[src/rtl/bit_serial_alu_if.sv]
// Operand/result bundle for bit_serial_alu. The requester drives the operands
// and start; the ALU returns status and the registered result.
interface bit_serial_alu_if #(parameter int WIDTH = 8);
    logic             start;
    logic             mode;
    logic [WIDTH-1:0] a;
    logic [WIDTH-1:0] b;
    logic             busy;
    logic             done;
    logic [WIDTH-1:0] sum;
    logic             c_out;
    logic             ovf;

    modport master (output start, mode, a, b,
                    input  busy, done, sum, c_out, ovf);
    modport slave  (input  start, mode, a, b,
                    output busy, done, sum, c_out, ovf);
endinterface

[src/rtl/bit_serial_alu.sv]
// Bit-serial add/subtract: one full-adder step per clock, LSB first, WIDTH
// clocks per operation, with the parallel result registered on completion.
module bit_serial_alu #(
    parameter int WIDTH = 8
) (
    input  logic             clk,
    input  logic             reset,
    bit_serial_alu_if.slave  bus
);
    localparam int CW = $clog2(WIDTH + 1);

    typedef enum logic [1:0] {IDLE, SHIFT, DONE} state_t;

    state_t           state;
    logic [WIDTH-1:0] a_sr;
    logic [WIDTH-1:0] b_sr;
    logic [WIDTH-1:0] r_sr;
    logic             carry;
    logic [CW-1:0]    cnt;

    logic             s_bit;
    logic             c_nxt;
    logic [WIDTH-1:0] r_nxt;

    assign s_bit = a_sr[0] ^ b_sr[0] ^ carry;
    assign c_nxt = (a_sr[0] & b_sr[0]) | (carry & (a_sr[0] ^ b_sr[0]));
    assign r_nxt = {s_bit, r_sr[WIDTH-1:1]};

    always_ff @(posedge clk) begin
        if (!reset) begin
            state     <= IDLE;
            a_sr      <= '0;
            b_sr      <= '0;
            r_sr      <= '0;
            carry     <= 1'b0;
            cnt       <= '0;
            bus.busy  <= 1'b0;
            bus.done  <= 1'b0;
            bus.sum   <= '0;
            bus.c_out <= 1'b0;
            bus.ovf   <= 1'b0;
        end else begin
            case (state)
                IDLE, DONE: begin
                    bus.done <= 1'b0;
                    if (bus.start) begin
                        // Subtract is a + ~b + 1: invert b and seed the carry with 1.
                        a_sr     <= bus.a;
                        b_sr     <= bus.mode ? ~bus.b : bus.b;
                        carry    <= bus.mode;
                        cnt      <= '0;
                        bus.busy <= 1'b1;
                        state    <= SHIFT;
                    end else begin
                        state    <= IDLE;
                    end
                end
                SHIFT: begin
                    a_sr  <= a_sr >> 1;
                    b_sr  <= b_sr >> 1;
                    r_sr  <= r_nxt;
                    carry <= c_nxt;
                    cnt   <= cnt + 1'b1;
                    if (cnt == CW'(WIDTH - 1)) begin
                        // carry still holds the carry into the MSB on this edge.
                        bus.sum   <= r_nxt;
                        bus.c_out <= c_nxt;
                        bus.ovf   <= carry ^ c_nxt;
                        bus.busy  <= 1'b0;
                        bus.done  <= 1'b1;
                        state     <= DONE;
                    end
                end
                default: begin
                    bus.busy <= 1'b0;
                    bus.done <= 1'b0;
                    state    <= IDLE;
                end
            endcase
        end
    end
endmodule

[src/flat_wrapper.sv]
// flat-port wrapper written by rule: the top's interface ports become plain ports
module bit_serial_alu_flat 
#(
    parameter int WIDTH = 8
)
  (clk, reset, bus_start, bus_mode, bus_a, bus_b, bus_busy, bus_done, bus_sum, bus_c_out, bus_ovf);
  bit_serial_alu_if #(.WIDTH(WIDTH)) bus_i ();
  input  logic clk;
  input  logic reset;
  input wire logic [$bits(bus_i.start)-1:0] bus_start;
  input wire logic [$bits(bus_i.mode)-1:0] bus_mode;
  input wire logic [$bits(bus_i.a)-1:0] bus_a;
  input wire logic [$bits(bus_i.b)-1:0] bus_b;
  output wire logic [$bits(bus_i.busy)-1:0] bus_busy;
  output wire logic [$bits(bus_i.done)-1:0] bus_done;
  output wire logic [$bits(bus_i.sum)-1:0] bus_sum;
  output wire logic [$bits(bus_i.c_out)-1:0] bus_c_out;
  output wire logic [$bits(bus_i.ovf)-1:0] bus_ovf;
  assign bus_i.start = bus_start;
  assign bus_i.mode = bus_mode;
  assign bus_i.a = bus_a;
  assign bus_i.b = bus_b;
  assign bus_busy = bus_i.busy;
  assign bus_done = bus_i.done;
  assign bus_sum = bus_i.sum;
  assign bus_c_out = bus_i.c_out;
  assign bus_ovf = bus_i.ovf;
  bit_serial_alu #(.WIDTH(WIDTH)) u_core (.clk(clk), .reset(reset), .bus(bus_i));
endmodule
[config.mk]
export PLATFORM = sky130hd
export DESIGN_NAME = bit_serial_alu_flat
export DESIGN_NICKNAME = d
export VERILOG_FILES = /design/src/rtl/bit_serial_alu_if.sv /design/src/rtl/bit_serial_alu.sv /design/src/flat_wrapper.sv
export SDC_FILE = /design/constraint.sdc
export NUM_CORES = 1
export LEC_CHECK = 0
export ABC_AREA = 1
export CAP_MARGIN = 10
export CORE_AREA = 5 5 67 69
export CTS_CLUSTER_SIZE = 10
export DETAILED_ROUTE_END_ITERATION = 7
export DIE_AREA = 0 0 72 74
export GPL_ROUTABILITY_DRIVEN = 0
export PLACE_DENSITY_LB_ADDON = 0.25
export REMOVE_ABC_BUFFERS = 1
export SLEW_MARGIN = 20
export SYNTH_ARGS = -nofsm -noshare
export SYNTH_HDL_FRONTEND = slang
export SYNTH_SLANG_ARGS = --single-unit
[constraint.sdc]
create_clock -name clk -period 3.15 [get_ports clk]
set_input_delay 0.7875 -clock clk [delete_from_list [all_inputs] [get_ports clk]]
set_output_delay 0.7875 -clock clk [all_outputs]
set_load 0.01 [all_outputs]
After elaboration in Yosys (flattened, before gate mapping)
Index checks and enable logic that the tools add are counted.
{"block": "totals", "out_inout_bits": 12, "wordCells": 46, "regBits": 43, "inputBits": 20}
{"block": "op_classes", "reduce_logical": 7, "add_sub_neg": 1, "bitwise_logic": 7, "n_mux": 15, "n_eq_ne": 5}
{"op": "$pmux W8 S2", "count": 2}
{"op": "$mux W8", "count": 3}
{"op": "$not A8 Y8", "count": 1}
{"op": "$pmux W4 S2", "count": 1}
{"op": "$reduce_and A2 Y1", "count": 4}
{"op": "$add A4 B1 Y4 const B", "count": 1}
{"op": "$eq A4 B3 Y1 const B", "count": 1}
{"op": "$mux W1", "count": 4}
{"op": "$mux W4", "count": 1}
{"op": "$pmux W1 S2", "count": 2}
{"op": "$pmux W2 S2", "count": 1}
{"op": "$xor A1 B1 Y1", "count": 3}
{"op": "$and A1 B1 Y1", "count": 2}
{"op": "$eq A2 B1 Y1 const B", "count": 1}
{"op": "$eq A2 B2 Y1 const B", "count": 1}
{"op": "$logic_not A2 Y1", "count": 1}
{"op": "$mux W2", "count": 1}
{"op": "$ne A2 B1 Y1 const B", "count": 1}
{"op": "$ne A2 B2 Y1 const B", "count": 1}
{"op": "$reduce_bool A2 Y1", "count": 1}
{"op": "$reduce_or A2 Y1", "count": 1}
{"op": "$or A1 B1 Y1", "count": 1}

Longest topological paths before layout
Gate-level depths: netlist of run 1.
{"block": "logic_depth", "ltp_word": 4, "depth_mapped": 8, "depth_no_buf": 7}

Least setup slack after synthesis of run 1
Ideal clock, no wire load.
{"block": "synth_timing", "kind": "input to register", "from": "input port bus_start", "to": "register u_core.b_sr[0]", "t_required_ns": 3.093, "arrival_ns": 1.431, "path_buffers": 1, "slack_ns": 1.663, "cell_stages": 7, "setup_time_ns": 0.057, "path_cell_list": "inv_1 > nor2_2 > buf_4 > nand3_1 > nand3_1 > nand2_1 > inv_1"}
{"block": "synth_between", "elab_chain_len": 2}
{"element": "from (decl)", "line": "flat_wrapper.sv:10", "source": "input wire logic [$bits(bus_i.start)-1:0] bus_start;"}
{"element": "$ne A2 B2 Y1 (no source line)"}
{"element": "$reduce_and A2 Y1 (no source line)"}
{"element": "to (signal assigned)", "line": "bit_serial_alu.sv:49", "source": "b_sr <= bus.mode ? ~bus.b : bus.b;"}
{"element": "to (signal assigned)", "line": "bit_serial_alu.sv:60", "source": "b_sr <= b_sr >> 1;"}
{"element": "to (decl)", "line": "bit_serial_alu.sv:16", "source": "logic [WIDTH-1:0] b_sr;"}
No other way between the ends.
A chain may end at the register's enable or synchronous reset.

Worst setup path after layout of run 1
Ends and elaborated chain as after synthesis.

==> metrics.md, run 1 <==
| Metric | Value |
|---|---|
| Status | complete, no violations |
| Routed Antenna Nets | 0 |
| Critical Path Start | bus_start |
| H-tree Lvls | 2 |
| Cell Area, Placed | ~0.0021 mm2 |
| Clk_lat worst skew | between 0.2 and 0.3 ns |
| Post-synth EDFFs | 0 |
| Ys flop type | dfxtp_1 |
| CTS tree | built |
| Via density | roughly 4.8 |
| Final Setup Violations | 0 |
| Post-Syn Area | between 0.0015 and 0.002 mm2 |
| Number of max-cap violations | 0 |
| Syn avg cell area | approximately 7 um2 |
| Yosys reg bits | between 40 and 50 |
| Clk buf depth | 2 |
| Die area | about 0.0053 mm2 |
| Critical path required time | 3.39 ns |
| Top Ports | 32 |
| Setup Skew | 0.00148 ns |
| Post-route DRC | 0 |
| Final Routed Wirelength | approximately 3600 um |
| Asr flop ratio synth | 0 |
| Overall power | ~1.1 mW |
| Final period util | 0.631 |
| Hold path cells | 2 |
| Least-Margin Pin Slew | 0.678 ns |
| CTS root buffer | clkbuf_8 |
| Final Hold Viols | 0 |
| Number of setup buffers added after CTS | 0 |
| Reg-to-reg critical path startpoint | u_core.state[0] |
| Final Cell Area | around 0.0023 mm2 |
| Synth Area in Simple Gates | 0.311 |
| Post-synthesis mux area share | 0 |
| CP cell instances | clkdlybuf4s50_1 > inv_1 > nor2_2 > nand3_1 > nand3_1 > nand2_1 > inv_1 |
| Port bufs | 31 |
| Slew HR | 0.547 |
| YS warnings | 0 |
| Synth Area in Adders | 0.0177 |
| Register area share after synthesis | 0.459 |
| CTS sink count | 42 |
| CP Max Fanout | 18 |
| Worst hold start | u_core.a_sr[3] |
| Crit path largest cell delay | between 0.5 and 0.6 ns |
| PwrDens | 501 mW/mm2 |
| Period minus WS final | slightly below 2 ns |
| Hold Crit Class | reg -> reg |
| Lkg Pwr | roughly 1.0 nW |
| DP Worst Slack | 0.878 ns |
| Bufs and invs on worst path | 3 |
| Iter 0 DRT Violations | between 70 and 80 |
| Fillers | 391 |
| RR Endpoint | u_core.bus.sum[6] |
| TritonRoute pass-1 iters | 4 |
| Initial Util | 0.475 |
| Post-CTS sizing | 0 |
| Maximum vdd drop | slightly above 0.3 mV |
| Clock slew at reported path FFs | approximately 0.08 ns |
| Ant diodes | 0 |
| RSZ-0062 raised after global routing | false |
| DIE HEIGHT | 74 um |
| Reg2Reg Setup Slack | between 1 and 1.5 ns |
| Fmax | about 0.50 GHz |
| First-pass GRT wire length | 6180 um |
| Cell family with most CP delay | simple AND/OR/NAND/NOR gates |
| Crit start category | primary input |
| Initial antenna violation count | 0 |
| FF-to-FF path depth | 4 |
| Via count | approximately 1600 |
| Sum Neg Setup Slack | 0 ns |
| Critical Path Sink Type | flop |
| Final Slew Violations | 0 |
| Largest family of logic cells by synthesized area | simple AND/OR/NAND/NOR gates |
| TritonCTS Buffers | 5 |
| Crit-path slowest cell | nor2_2 |
| Core area | 0.00386 mm2 |
| Netlist cell types | 20 |
| GR Overflow Total | 0 |
| Worst Path Arrival | between 2 and 2.5 ns |
| Row count | 23 |
| Vias in the first global route | approximately 1500 |
| Area Overhead vs Synth | 22.9% |
| Setup CP Type | in -> reg |
| Hold EP | u_core.a_sr[3] |
| Final setup margin | between 1 and 1.5 ns |
| Hpwl dp | between 2000 and 2500 um |
| Xor/xnor cell area share of the yosys netlist | 0.00956 |
| Compound-cell area share of the yosys netlist | 0.101 |
| Pin count of the biggest net entering global routing | 29 |
| Total GRT Usage | 0.144 |
| Die width | around 72 um |
| CTS Hold Bufs | 0 |
| Nets@finish | around 320 |
| Layout cell share with drive strength beyond 1 | 0.0510 |
| Wirelength per Cell | ~10 um |
| Syn Inst Count | 265 |
[placed cells by master, fill, tap and decap left out]
master	netlist	routed
fa_1	1	1
ha_1	1	1
clkdlybuf4s50_1	0	31
clkbuf_8	0	5
xor2_1	1	1
inv_2	2	2
a21oi_1	18	18
nand2_2	2	2
nor2_2	1	1
dfxtp_1	42	42
inv_1	29	29
nand2_1	80	80
bufinv_16	0	1
nor2_4	1	1
nand3_1	24	24
buf_4	3	1
o21ai_0	19	19
xnor2_1	1	1
nor2_1	32	32
clkinv_2	0	2
[Yosys cell counts (2+ instances only)]
cell type   n  area share
inv_1      29       0.059
dfxtp_1    42        0.46
inv_2       2      0.0041
buf_2       2      0.0055
clkbuf_1    3      0.0061
nand2_1    80        0.16
nor2_1     32       0.066
o21ai_0    19       0.052
a21oi_1    18       0.049
buf_4       3       0.012
buf_6       2       0.012
nand3_1    24       0.066
nand2_2     2      0.0068
[per-stage QoR]
step / cells / util / hold slack, ns
finish: 344 / 0.584 / 0.468
global route: 344 / 0.584 / 0.490
CTS: 344 / 0.584 / 0.470
detailed placement: 336 / 0.556 / 0.457
global placement: 336 / 0.556 / 0.451
floorplan: 254 / - / 0.440
[tightest hold or removal path: cells and delay by family, from the launching register on]
family / cells / cell delay [ns]
and+or+nand+nor: 1 / 0.06
DFF: 1 / 0.32
AOI/OAI and AO/OA: 1 / 0.05
[where the power goes]
part / total, mW / leakage, nW / switching, mW / internal (mW)
Clock: 0.415 / 0.0579 / 0.182 / 0.233
Sequential: 0.575 / 0.343 / 0.0168 / 0.558
Combinational: 0.138 / 0.607 / 0.0790 / 0.0590
[registers in the layout, summed over array words and instances (netlist names)]
| name | count |
|---|---|
| u_core.carry | 1 |
| u_core.bus.c_out | 1 |
| u_core.b_sr | 8 |
| u_core.state | 2 |
| u_core.cnt | 4 |
| u_core.a_sr | 8 |
| u_core.bus.sum | 8 |
| u_core.r_sr | 7 |
| u_core.bus.done | 1 |
| u_core.bus.busy | 1 |
| u_core.bus.ovf | 1 |
[cells by family after synthesis]
group	Yosys count
adders and majority gates	2
buffers and inverters	42
DFF	42
xor gates and xnor gates	2
and+or+nand+nor	140
AOI/OAI and AO/OA	37
[metal layers]
| metal | vias up | part of all wire | track usage |
|---|---|---|---|
| met4 | 0 | 0.011 | 0.0376 |
| met1 | 718 | 0.46 | 0.170 |
| met5 | - | 0 | 0 |
| met3 | 5 | 0.072 | 0.0419 |
| li1 | 876 | - | - |
| met2 | 41 | 0.46 | 0.256 |
[layout make-up]
type,instances,area [um2],share of cell area
sequential,42,841,0.373
multi-input combinational,181,806,0.358
timing repair buffer,32,318,0.141
inverter,31,116,0.0517
clock buffer,5,68.8,0.0306
tap,50,62.6,0.0278
clock inverter,3,40.0,0.0178
[worst max-delay path by stage]
stage | endpoint | slack [ns] | cells after the start
6_report | u_core.b_sr[0] | 1.16 | 7
5_1_grt | u_core.bus.sum[6] | 0.99 | 4
4_1_cts | u_core.b_sr[0] | 1.15 | 7
3_5_place_dp | u_core.a_sr[1] | 0.88 | 7
3_3_place_gp | u_core.a_sr[3] | 0.90 | 7
2_1_floorplan | u_core.a_sr[3] | 1.63 | 6
Note: power is estimated with default switching activity, not from simulation.
==> run 2, diff against run 1 <==
--- a/config.mk
+++ b/config.mk
@@ -7,10 +7,10 @@
 export LEC_CHECK = 0
 export ABC_AREA = 1
 export CAP_MARGIN = 10
-export CORE_AREA = 5 5 67 69
+export CORE_AREA = 5 5 69 71
 export CTS_CLUSTER_SIZE = 10
 export DETAILED_ROUTE_END_ITERATION = 7
-export DIE_AREA = 0 0 72 74
+export DIE_AREA = 0 0 74 76
 export GPL_ROUTABILITY_DRIVEN = 0
 export PLACE_DENSITY_LB_ADDON = 0.25
 export REMOVE_ABC_BUFFERS = 1
==> constraint.sdc (replaced) <==
create_clock -name clk -period 1.7 [get_ports clk]
set_input_delay 0.425 -clock clk [delete_from_list [all_inputs] [get_ports clk]]
set_output_delay 0.425 -clock clk [all_outputs]
set_load 0.01 [all_outputs]
==> metrics.md, run 2 (same netlist as run 1, synthesis figures left out) <==
| Metric | Value |
|---|---|
| GR Overflow Total | 0 |
| Commonest non-fill, non-tap cell in the layout | nand2_1 |
| Setup Skew | 0.00222 ns |
| Pin count of the biggest net entering global routing | 31 |
| Overall power | roughly 2.0 mW |
| Row count | 24 |
| Worst hold start | u_core.a_sr[3] |
| H-tree Lvls | 2 |
| Vias in the first global route | 1402 |
| CP Max Fanout | 2 |
| Bufs and invs on worst path | 1 |
| Via density | approximately 4.7 |
| Worst hold slack | between 0.4 and 0.5 ns |
| Port bufs | 31 |
| Sum Neg Setup Slack | 0 ns |
| DP Worst Slack | just under 0.1 ns |
| TritonCTS Buffers | 5 |
| Setup CP Type | reg -> out |
| Die area | roughly 0.0056 mm2 |
| Layout cell share with drive strength beyond 1 | 0.0728 |
| Maximum vdd drop | 0.452 mV |
| Core area | between 0.004 and 0.005 mm2 |
| Utilization after layout | 0.556 |
| Final setup margin | ~0.11 ns |
| Final Slew Violations | 0 |
| Placed Cells | about 350 |
| Area occupied by multi-input gates | between 800 and 900 um2 |
| PwrDens | roughly 860 mW/mm2 |
| Final Setup Violations | 0 |
| Wirelength per Cell | around 10 um |
| Period minus WS final | between 1.5 and 2 ns |
| DIE HEIGHT | between 70 and 80 um |
| Final period util | 0.934 |
| Crit-path slowest cell | clkdlybuf4s50_1 |
| Clock slew at reported path FFs | 0.08 ns |
| CTS Hold Bufs | 0 |
| Fmax | approximately 0.63 GHz |
| Cell family with most CP delay | buffers and inverters |
| Initial Util | 0.439 |
| Top Ports | 32 |
| Final Hold Viols | 0 |
| Crit start category | flop |
| Critical Path Sink Type | output pin |
| Final Routed Wirelength | 3680 um |
| Lkg Pwr | between 1 and 1.5 nW |
| Crit path largest cell delay | ~0.54 ns |
| Reg-to-reg critical path startpoint | u_core.state[0] |
| Area Overhead vs Synth | 26.7% |
| Status | complete, no violations |
| Critical Path Start | u_core.bus.c_out |
| Slew HR | 0.756 |
| Top Registers | u_core.a_sr (8), u_core.b_sr (8), u_core.bus.sum (8) |
| CTS root buffer | clkbuf_8 |
| CP cell instances | clkdlybuf4s50_1 |
| Initial antenna violation count | 0 |
| Critical path required time | around 1.3 ns |
| First-pass GRT wire length | roughly 6000 um |
| Clk_lat worst skew | a little under 0.3 ns |
| Non-filler cells, final | around 350 |
| Clk buf depth | 2 |
| Number of setup buffers added after CTS | 0 |
| Number of max-cap violations | 0 |
| Routed Antenna Nets | 0 |
| Fillers | 426 |
| Post-CTS sizing | 0 |
| Ant diodes | 0 |
| Nets@finish | between 300 and 400 |
| CTS sink count | 42 |
| TritonRoute pass-1 iters | 4 |
| Die width | roughly 74 um |
| Hpwl dp | 2580 um |
| Cell Area, Placed | 0.00223 mm2 |
| Worst Path Arrival | between 1 and 1.5 ns |
| FF/Latch Area | 841 um2 |
| Most frequent cells in the layout | nand2_1 (80), dfxtp_1 (42), nor2_1 (32) |
| Least-Margin Pin Slew | between 0.3 and 0.4 ns |
| RSZ-0062 raised after global routing | false |
| Final Cell Area | between 0.002 and 0.0025 mm2 |
| Hold Crit Class | reg -> reg |
| Iter 0 DRT Violations | 89 |
| Total GRT Usage | 0.138 |
| Post-route DRC | 0 |
| CTS tree | built |
| Via count | about 1700 |
[run 2: cell types whose count changed in the layout (fill, tap and decap cells not counted)]
cell,change
bufinv_16,-1
buf_4,+6
clkbuf_1,+1
clkinv_2,-1
buf_12,+2
clkbuf_8,+1
[run 2: cell type report]
type | instances | share of cell area
clock inverters | 1 | 0.00216
flip-flops and latches | 42 | 0.362
clock buffers | 7 | 0.0372
well taps | 52 | 0.0280
multi-input cells | 181 | 0.347
repair buffers | 40 | 0.173
inverters | 31 | 0.0501
[run 2: layer usage]
metal | share of wire | global-route usage | routed length, um | up-vias
met3 | 0.065 | 0.0435 | 241 | 6
met2 | 0.45 | 0.215 | 1660 | 39
met5 | 0 | 0 | 0 | -
met1 | 0.47 | 0.178 | 1720 | 709
met4 | 0.015 | 0.0435 | 56 | 0
li1 | - | - | - | 899
[run 2: worst min-delay path: stages (launching register included)]
cell	delay [ns]
dfxtp_1	0.31
nand2_1	0.06
a21oi_1	0.05
[run 2: power breakdown]
| part | leakage [nW] | internal [mW] | switching [mW] |
|---|---|---|---|
| clock | 0.0482 | 0.328 | 0.323 |
| combinational | 0.655 | 0.132 | 0.151 |
| sequential | 0.343 | 1.03 | 0.0326 |
[run 2: final timing paths]
check	end	slack (ns)	cells after the start
hold / removal	u_core.a_sr[3]	0.47	2
hold reg to reg	u_core.a_sr[3]	0.47	2
setup / recovery	bus_c_out	0.11	1
setup reg to reg	u_core.bus.sum[3]	0.37	5
==> run 3, diff against run 2 <==
--- a/config.mk
+++ b/config.mk
@@ -6,11 +6,13 @@
 export NUM_CORES = 1
 export LEC_CHECK = 0
 export ABC_AREA = 1
-export CAP_MARGIN = 10
-export CORE_AREA = 5 5 69 71
+export CAP_MARGIN = 20
+export CELL_PAD_IN_SITES_DETAIL_PLACEMENT = 1
+export CELL_PAD_IN_SITES_GLOBAL_PLACEMENT = 1
+export CORE_AREA = 5 5 81 83
 export CTS_CLUSTER_SIZE = 10
 export DETAILED_ROUTE_END_ITERATION = 7
-export DIE_AREA = 0 0 74 76
+export DIE_AREA = 0 0 86 88
 export GPL_ROUTABILITY_DRIVEN = 0
 export PLACE_DENSITY_LB_ADDON = 0.25
 export REMOVE_ABC_BUFFERS = 1
==> metrics.md, run 3 (same netlist as run 1, synthesis figures left out) <==
| Metric | Value |
|---|---|
| Total GRT Usage | 0.127 |
| Lkg Pwr | between 1 and 1.5 nW |
| Wirelength per Cell | approximately 11 um |
| Area Overhead vs Synth | 31.5% |
| TritonRoute pass-1 iters | 4 |
| Clk buf depth | 2 |
| Utilization after layout | 0.417 |
| Setup Skew | around 0.0058 ns |
| Int Power | 1.79 mW |
| Top Registers | u_core.a_sr (8), u_core.b_sr (8), u_core.bus.sum (8) |
| TritonCTS Buffers | 5 |
| GR Overflow Total | 0 |
| Critical path required time | 1.27 ns |
| CTS sink count | between 40 and 50 |
| Period minus WS final | around 1.6 ns |
| CTS Hold Bufs | 0 |
| Slew HR | 0.729 |
| Final Cell Area | around 0.0024 mm2 |
| CTS root buffer | clkbuf_8 |
| Final Routed Wirelength | between 4000 and 5000 um |
| Clk pwr share | 0.415 |
| Port bufs | 31 |
| Top Ports | 32 |
| PwrDens | 964 mW/mm2 |
| Hpwl dp | 3180 um |
| Number of max-cap violations | 0 |
| Number of setup buffers added after CTS | 0 |
| FF-to-FF path depth | 6 |
| Die area | 0.00757 mm2 |
| Reg-to-reg critical path startpoint | u_core.cnt[0] |
| Worst Path Arrival | ~1.2 ns |
| Via count | approximately 1700 |
| Iter 0 DRT Violations | between 50 and 60 |
| Hold path cells | 2 |
| Initial antenna violation count | 0 |
| First-pass GRT wire length | between 7000 and 8000 um |
| Clk_lat worst skew | 0.29 ns |
| CTS tree | built |
| Commonest non-fill, non-tap cell in the layout | nand2_1 |
| Cell family with most CP delay | buffers and inverters |
| Most frequent cells in the layout | nand2_1 (80), dfxtp_1 (42), nor2_1 (32) |
| Worst hold start | u_core.a_sr[1] |
| Part of the power in registers | 0.458 |
| Nets@finish | roughly 320 |
| Least-Margin Pin Slew | 0.406 ns |
| Combinational share of power | 0.127 |
| Routed Antenna Nets | 0 |
| Die width | ~86 um |
| CP cell instances | clkdlybuf4s50_1 |
| Maximum vdd drop | about 0.40 mV |
| Setup CP Type | reg -> out |
| Final Hold Viols | 0 |
| Fillers | roughly 750 |
| Fmax | about 0.63 GHz |
| Pin count of the biggest net entering global routing | 23 |
| Reg2Reg Setup Slack | 0.35 ns |
| H-tree Lvls | 2 |
| Clock slew at reported path FFs | 0.08 ns |
| Post-route DRC | 0 |
| RSZ-0062 raised after global routing | false |
| Layout cell share with drive strength beyond 1 | 0.0792 |
| Crit path largest cell delay | between 0.5 and 0.6 ns |
| Row count | 28 |
| Initial Util | 0.317 |
| RR Endpoint | u_core.bus.c_out |
| Vias in the first global route | about 1700 |
| Cell Area, Placed | roughly 0.0023 mm2 |
| Hold Crit Class | reg -> reg |
| P_sw | between 0.5 and 0.6 mW |
| Final Setup Violations | 0 |
| Hold EP | u_core.a_sr[1] |
| Sum Neg Setup Slack | 0 ns |
| DIE HEIGHT | 88 um |
| Final period util | 0.934 |
| Crit-path slowest cell | clkdlybuf4s50_1 |
| Ant diodes | 0 |
| Post-CTS sizing | 0 |
| Bufs and invs on worst path | 1 |
| Status | complete, no violations |
| Final Slew Violations | 0 |
| Critical Path Sink Type | output pin |
| Worst hold slack | 0.469 ns |
| CP Max Fanout | 2 |
| Switching fraction of total power | 0.228 |
| Crit start category | flop |
| Via density | roughly 4.5 |
| CP Depth | 1 |
| Core area | slightly below 0.006 mm2 |
## run 3: changes by cell type in the layout (fill, tap and decap cells not counted)
cell,previous run,this run
clkinv_2,1,0
clkbuf_1,1,0
buf_4,7,8
bufinv_16,0,2
## run 3: worst max path at each step
stage,endpoint,start,slack (ns)
3_3_place_gp,u_core.b_sr[5],bus_start,0.1
5_1_grt,bus_sum[3],u_core.bus.sum[3],0.04
6_report,bus_sum[1],u_core.bus.sum[1],0.11
3_5_place_dp,u_core.b_sr[5],bus_start,0.05
2_1_floorplan,u_core.bus.sum[6],u_core.state[0],0.26
4_1_cts,bus_sum[1],u_core.bus.sum[1],0.08
## run 3: routing by layer
layer | global-route usage | routed length, um | vias to the layer above
li1 | - | - | 891
met1 | 0.157 | 1990 | 788
met2 | 0.221 | 2120 | 27
met3 | 0.0282 | 190 | 5
met4 | 0.0388 | 42 | 0
met5 | 0 | 0 | -
## run 3: power groups by stage
| stage | combinational [mW] | clock (mW) | sequential [mW] |
|---|---|---|---|
| 2_1_floorplan | 0.156 | 0 | 1.08 |
| 3_3_place_gp | 0.291 | 0 | 1.09 |
| 4_1_cts | 0.302 | 1.00 | 1.07 |
| 6_report | 0.294 | 0.964 | 1.07 |
| 5_1_grt | 0.339 | 1.04 | 1.07 |
| 3_5_place_dp | 0.300 | 0 | 1.09 |
## run 3: cell type report
cell class / instances / area [um2] / share of cell area
Clock buffer: 6 / 82.6 / 0.0343
Tap cell: 75 / 93.8 / 0.0389
Inverter: 31 / 116 / 0.0483
Clock inverter: 2 / 60.1 / 0.0249
Sequential cell: 42 / 841 / 0.349
Timing Repair Buffer: 41 / 410 / 0.170
Multi-Input combinational cell: 181 / 806 / 0.334
## run 3: per-stage QoR
stage	total power [mW]	instances	setup slack, ns
floorplan	1.24	254	0.259
global placement	1.38	370	0.100
detailed placement	1.39	370	0.0540
CTS	2.37	378	0.0846
global route	2.46	378	0.0425
finish	2.32	378	0.112
